--- src/rtl/reg_file_scoreboard.sv ---
// reg_file_scoreboard: register file with a busy-bit scoreboard tracking in-flight producers.
// Register 0 is hardwired to zero and is never busy.
module reg_file_scoreboard #(
    parameter int DATA_W   = 32,
    parameter int NUM_REGS = 32,
    parameter int BYPASS   = 1,
    localparam int AW      = $clog2(NUM_REGS)
) (
    input  logic              clk,
    input  logic              rst_n,
    input  logic [AW-1:0]     addr1,
    input  logic [AW-1:0]     addr2,
    input  logic [AW-1:0]     wa,
    input  logic [DATA_W-1:0] wd,
    input  logic              reg_write,
    input  logic              issue,
    input  logic [AW-1:0]     issue_rd,
    output logic [DATA_W-1:0] rs1,
    output logic [DATA_W-1:0] rs2,
    output logic              busy1,
    output logic              busy2,
    output logic              hazard,
    output logic [AW:0]       pending
);
    logic [DATA_W-1:0]   regs [NUM_REGS];
    logic [NUM_REGS-1:0] busy;
    logic wr_en, iss_en, reissue, hit1, hit2, inc, dec;

    assign wr_en   = reg_write && wa != '0;
    assign iss_en  = issue && issue_rd != '0;
    // a same-cycle reissue of the retiring register keeps it busy
    assign reissue = iss_en && issue_rd == wa;
    assign hit1    = BYPASS != 0 && wr_en && wa == addr1;
    assign hit2    = BYPASS != 0 && wr_en && wa == addr2;
    assign inc     = iss_en && !busy[issue_rd];
    assign dec     = wr_en && busy[wa] && !reissue;

    assign rs1    = (!rst_n || addr1 == '0) ? '0 : hit1 ? wd : regs[addr1];
    assign rs2    = (!rst_n || addr2 == '0) ? '0 : hit2 ? wd : regs[addr2];
    assign busy1  = rst_n && busy[addr1] && !(hit1 && !reissue);
    assign busy2  = rst_n && busy[addr2] && !(hit2 && !reissue);
    assign hazard = busy1 || busy2;

    always_ff @(posedge clk or negedge rst_n) begin
        if (!rst_n) begin
            for (int i = 0; i < NUM_REGS; i++) regs[i] <= '0;
        end else if (wr_en) begin
            regs[wa] <= wd;
        end
    end

    // the later set overrides the clear when both target one register
    always_ff @(posedge clk or negedge rst_n) begin
        if (!rst_n) begin
            busy    <= '0;
            pending <= '0;
        end else begin
            if (wr_en) busy[wa] <= 1'b0;
            if (iss_en) busy[issue_rd] <= 1'b1;
            pending <= pending + {{AW{1'b0}}, inc} - {{AW{1'b0}}, dec};
        end
    end
endmodule

--- config.mk ---
export PLATFORM = sky130hd
export DESIGN_NAME = reg_file_scoreboard
export DESIGN_NICKNAME = d
export VERILOG_FILES = /design/src/rtl/reg_file_scoreboard.sv
export SDC_FILE = /design/constraint.sdc
export NUM_CORES = 2
export LEC_CHECK = 0
export ABC_AREA = 0
export CAP_MARGIN = 20
export CORE_MARGIN = 3
export CORE_UTILIZATION = 40
export CTS_CLUSTER_DIAMETER = 200
export DETAILED_ROUTE_END_ITERATION = 7
export PLACE_DENSITY_LB_ADDON = 0.15
export SYNTH_ARGS = -nofsm -noshare
export SYNTH_HDL_FRONTEND = slang
export SYNTH_SLANG_ARGS = --single-unit
--- constraint.sdc ---
create_clock -name clk -period 2.7 [get_ports clk]
set_input_delay 0.27 -clock clk [delete_from_list [all_inputs] [get_ports clk]]
set_output_delay 0.27 -clock clk [all_outputs]
set_load 0.1 [all_outputs]
# Word level (Yosys, flattened, before mapping)
# Cells that the tools add are included.
[word_totals]
reg_bits = 1062
latch_bits = 0
ram_bits = 0
mem_bits_ro = 0
input_bits = 56
out_inout_bits = 73
wordCells = 111
mem_count = 0
[classes]
n_addsub = 2
multipliers = 0
div = 0
n_lt_le_gt_ge = 10
eq_ne = 3
shifts = 0
n_mux = 27
bitwise = 6
n_reduce_logical = 29
[ops]
columns = ["op", "n"]
rows = [
  ["$bwmux 1024", 1],
  ["$mux 32", 11],
  ["$bmux 32 s5", 2],
  ["$demux 32 s5", 1],
  ["$and 32x32->32", 1],
  ["$not 32->32", 1],
  ["$or 32x32->32", 1],
  ["$lt 5x6->1 const B", 4],
  ["$bmux 1 s5", 4],
  ["$ge 6x6->1 const B", 3],
  ["$not 5->6", 3],
  ["$logic_and 1x1->1", 17],
  ["$eq 5x5->1", 3],
  ["$demux 1 s5", 2],
  ["$ge 5x1->1 const B", 2],
  ["$logic_not 5->1", 2],
  ["$reduce_bool 5->1", 2],
  ["$add 6x1->6", 1],
  ["$lt 6x1->1 const B", 1],
  ["$mux 1", 6],
  ["$sub 6x1->6", 1],
  ["$logic_not 1->1", 5],
  ["$logic_or 1x1->1", 3],
]

# Depth between registers and ports, before layout
[depth]
ltp_word = 9
mapped_depth = 15
depth_no_buf = 13

# Worst setup path before layout
# No wires, ideal clock.
[synth_timing]
path_kind = "input-to-output"
from = "input wa[1]"
to = "output hazard"
arrival_time_ns = 2.907
required_ns = 2.430
setup_slack_ns = -0.477
stages = 6
n_path_buf = 2
cell_sequence = "buf_4 clkbuf_1 xor2_1 nor4_1 o2111a_1 or2_1"
[synth_via]
elab_chain_cells = 7
elab_cells_between_ends = 16
classes_between = "3 x eq/ne; 13 x reduce/logical"
[synth_lines]
columns = ["item", "line_no", "text"]
rows = [
  ["from (decl)", "13", "input logic [AW-1:0] wa,"],
  ["$eq 5x5->1 or $reduce_bool 5->1 (tied branches)", "32, 29", ""],
  ["$logic_and 1x1->1, on equally long branches", "32, 29", ""],
  ["$logic_not 1->1 or $logic_and 1x1->1 (tied branches)", "40, 33", ""],
  ["$logic_and 1x1->1 *", "40", "assign busy1 = rst_n && busy[addr1] && !(hit1 && !reissue);"],
  ["$logic_not 1->1 *", "40", ""],
  ["$logic_and 1x1->1 *", "40", ""],
  ["net busy1", "20", "output logic busy1,"],
  ["$logic_or 1x1->1 *", "42", "assign hazard = busy1 || busy2;"],
  ["to (decl)", "22", "output logic hazard,"],
]
# Mark *: on every way through the listed nets, which the timed path passes. The rest lies on a longest branch.

# Worst setup path after layout
[layout_timing]
from = "register busy[0]"
to = "output hazard"
[layout_via]
elab_chain_cells = 5
elab_cells_between_ends = 9
classes_between = "4 x mux; 5 x reduce/logical"
[layout_lines]
columns = ["item", "line_no", "text"]
rows = [
  ["from (decl)", "26", "logic [NUM_REGS-1:0] busy;"],
  ["from (signal assigned)", "55", "busy <= '0;"],
  ["from (signal, indexed assignment)", "58", "if (wr_en) busy[wa] <= 1'b0;"],
  ["from (signal, indexed assignment)", "59", "if (iss_en) busy[issue_rd] <= 1'b1;"],
  ["$bmux 1 s5, on equally long branches", "40, 41", ""],
  ["$mux 1, on equally long branches", "40, 41", ""],
  ["$logic_and 1x1->1, on equally long branches (2 in a row)", "40, 41", ""],
  ["$logic_or 1x1->1 *", "42", ""],
]
# Every way passes the cells marked *; elsewhere a longest branch is shown, timed or not. The select of a mux whose other input is x is not followed.

==> flow_summary_export.csv <==
group,metric,value,unit
outcome,run_status,"complete, but fails checks",
outcome,violations,"setup timing",
sta,drv_slew,0,
route,drt-total-wl,200000,µm
clocking,cts_sinks,1062,
clocking,numCtsBuffers,121,
critical_path,crit_path_end_kind,"output pin",
placed_design,portBuffers,128,
layout,drive_above_1_share,51.2,%
synthesis,syn_inst,4276,
critical_path,cp.required,2430,ps
synthesis,syn_area,58700,µm²
clocking,htree_levels,3,
sta,finClkSkew,7.38,ps
synthesis,syn_area_per_cell,13.7,µm²
route,drt-pass1-iter-count,5,
global_routing,antenna_found_initial,3,
critical_path,startpoint_type,"flop",
critical_path,path_class,"flop to output pin",
sta,fin_crit_sh,110,%
sta,timing.fmax,0.336,GHz
layout,final_common_cell,"dfrtp_1",
synthesis,synthArstFlopShare,100,%
power_and_ir_drop,p_per_area,705,nW/µm²
synthesis,seq_area_frac_synth,45.3,%
critical_path,cpPeakStageDelay,460,ps
sta,tightest_slew,988,ps
layout,nFillCells,12600,
clocking,cts_tree,"built",
global_routing,grt_max_degree,152,
critical_path,path_max_fanout,4,
power_and_ir_drop,ir_worst_vdd,0.583,mV
route,drc,0,
sta,rsz0062_at_grt,"yes",
floorplanning,core_area,145000,µm²
global_routing,overflow,0,
layout,fin_area,72300,µm²
floorplanning,die_y,389,µm
global_routing,grt_usage,26.1,%
critical_path,arrival,2710,ps
power_and_ir_drop,pwr-share-clk,32.5,%
placed_design,gp_congestion,0.857,
clocking,clk_pin_slew_worst_paths,60,ps
floorplanning,die_area,151000,µm²
power_and_ir_drop,pwr-share-seq,41.8,%
synthesis,synth_nets,4339,
sta,relSlewSlack,34.2,%
floorplanning,fp.dieW,389,µm
floorplanning,rows,139,
sta,min_period,2980,ps
synthesis,synth_cell_types,61,
critical_path,crit_path_top_delay_cell,"mux4_2",
layout,area.growth.synth_to_final,23.1,%
route,avgViaCountPerCell,6.28,
flow_run,drv_cap,0,
route,ant_nets,0,
power_and_ir_drop,switching_share,30.3,%
power_and_ir_drop,intPower,35.5,mW
sta,finalHoldViolations,0,
critical_path,timing.critical_path.buf_inv,2,
route,wl_per_cell,30.5,µm
power_and_ir_drop,power.leakage,31.9,nW
critical_path,path_cells,"buf_4 -> mux4_2 -> mux2i_2 -> o221ai_1 -> o2111a_2 -> or2_4 -> buf_12",
floorplanning,ioPinCount,129,
layout,final_nets,4623,
route,vias,41200,
global_routing,grt_pass1_wl,295000,µm
power_and_ir_drop,p_switching,15.4,mW
layout,antenna_cells,0,
sta,tns,-3550,ps
sta,setup_viol,55,
power_and_ir_drop,combPwrFrac,25.7,%
synthesis,yosys_warnings,0,
layout,layout_common_cells,"dfrtp_1, mux2_2, mux2i_1",
route,drtIter0Drc,3318,
placed_design,place_area,66500,µm²
min_path,worst_hold_path_type,"primary input to async pin",
synthesis,ys_ff_latch,1062,
floorplanning,start_util,40.6,%
sta,fin_ws,-276,ps
global_routing,grt_pass1_vias,42100,
sta,hold_ws,213,ps
clocking,insertion_delay,740,ps
placed_design,dp_hpwl,124000,µm
clocking,clockBufferDepth,3,
synthesis,synth_edf_count,0,
synthesis,synthFlopType,"dfrtp_1",
critical_path,crit_family,"multiplexers",
clocking,root_buffer,"clkbuf_16",
worst reg2reg max path: stages, from the launching register on:
cell and delay, ps:
dfrtp_2 420, buf_4 160, mux4_2 440, a22oi_1 150, nand3_1 90, nor2_1 120, nor3_2 90, ha_4 280
inv_2 40, ha_4 160, fa_2 380, a21oi_2 130, nor2_1 50, nor2_1 100, xnor2_1 120
registers in the layout, indices dropped and copies added (netlist names):
name,cells
regs,1024
busy,32
pending,6
stage by stage:
| stage | setup slack [ps] | util (%) | instances | power (mW) |
|---|---|---|---|---|
| floorplan | 1.83 | - | 4276 | 29.5 |
| global placement | -718 | 46.0 | 6308 | 33.5 |
| detailed placement | -702 | 46.0 | 6308 | 33.8 |
| CTS | -356 | 49.5 | 6556 | 50.9 |
| global route | -376 | 49.9 | 6561 | 53.2 |
| finish | -276 | 49.9 | 6561 | 50.9 |
per-layer routing:
layer	global-route usage [%]	part of all wire [%]	up-vias
met5	0	0	-
met4	7.14	2.9	0
met3	3.49	5.1	330
met2	41.7	47	1351
met1	37.5	45	22200
li1	-	-	17300
worst paths after layout:
| kind | startpoint | endpoint | slack (ps) | depth (start not counted) |
|---|---|---|---|---|
| min | rst_n | busy[15] | 210 | 3 |
| min reg2reg | regs[1005] | regs[1005] | 400 | 0 |
| max in group asynchronous | rst_n | regs[946] | 990 | 4 |
| max reg2reg | busy[17] | pending[4] | -110 | 14 |
| min in group clk | wd[29] | regs[957] | 300 | 2 |
| max | busy[0] | hazard | -280 | 7 |
synth_stat cells, types with 3 or more instances:
cell type  instances  area share, %
a21oi_1          100           0.85
buf_1             15          0.096
xor2_1             3          0.045
dfrtp_1         1062             45
nor3b_2            3          0.064
o21ai_0           28           0.24
o2bb2ai_1          3          0.045
xnor2_1           17           0.25
nand2_1           24           0.15
nor3_1             4          0.034
a221oi_1         257            3.8
a32o_1             4          0.068
a221o_1           36           0.61
buf_2            107           0.91
buf_4             97            1.2
ha_1               6           0.13
nand4b_1           3          0.045
nand3b_1           6          0.077
nor2b_1            7          0.075
or2_2              4          0.043
o21bai_1          97            1.2
nand2b_1           3          0.032
nand2_2            5          0.053
a22oi_1          131            1.7
clkbuf_1         232            1.5
nand3_1            9          0.077
mux2_2           992             19
o221ai_1           4          0.060
a211o_1           32           0.48
mux2i_1          524            8.9
o21ai_1           33           0.28
nor2_1            59           0.38
a22o_1            11           0.16
mux4_2           284             11
inv_1             11          0.070
buf_6             31           0.59
power groups by stage:
stage / logic [mW] / clock network (mW) / registers [mW]
after detailed placement: 12.3 / 0 / 21.5
final: 13.1 / 16.5 / 21.3
after global routing: 14.0 / 17.5 / 21.7
after CTS: 12.8 / 16.9 / 21.2
after global placement: 12.2 / 0 / 21.3
after floorplan: 8.39 / 0 / 21.1
cell families (layout without fill, tap and decap cells):
group | Yosys count | in the layout | share of synthesized area (%)
buffers and inverters | 495 | 877 | 4.43
and+or+nand+nor | 145 | 145 | 1.27
xor gates and xnor gates | 20 | 20 | 0.298
muxes | 1800 | 1800 | 38.8
adders and majority gates | 7 | 7 | 0.162
DFF | 1062 | 1062 | 45.3
AOI/OAI and AO/OA | 747 | 747 | 9.74
layout make-up:
class	count	area (µm²)	area share, %
multi-input cells	2719	31200	43.2
flip-flops and latches	1062	26600	36.8
repair buffers	645	8080	11.2
clock buffers	188	3600	4.98
well taps	1903	2380	3.30
clock inverters	33	362	0.500
inverters	11	46.3	0.0641
repair_timing:
action | in CTS | in global routing
cloned | 3 | 0
hold endpoints to repair | 149 | 0
gates resized for setup | 198 | 115
endpoints found under the setup margin | 69 | 72
buffers inserted | 36 | 5
hold buffers | 1 | 0
pin swaps | 179 | 51
No activity file was read; power rests on OpenSTA's default activity.
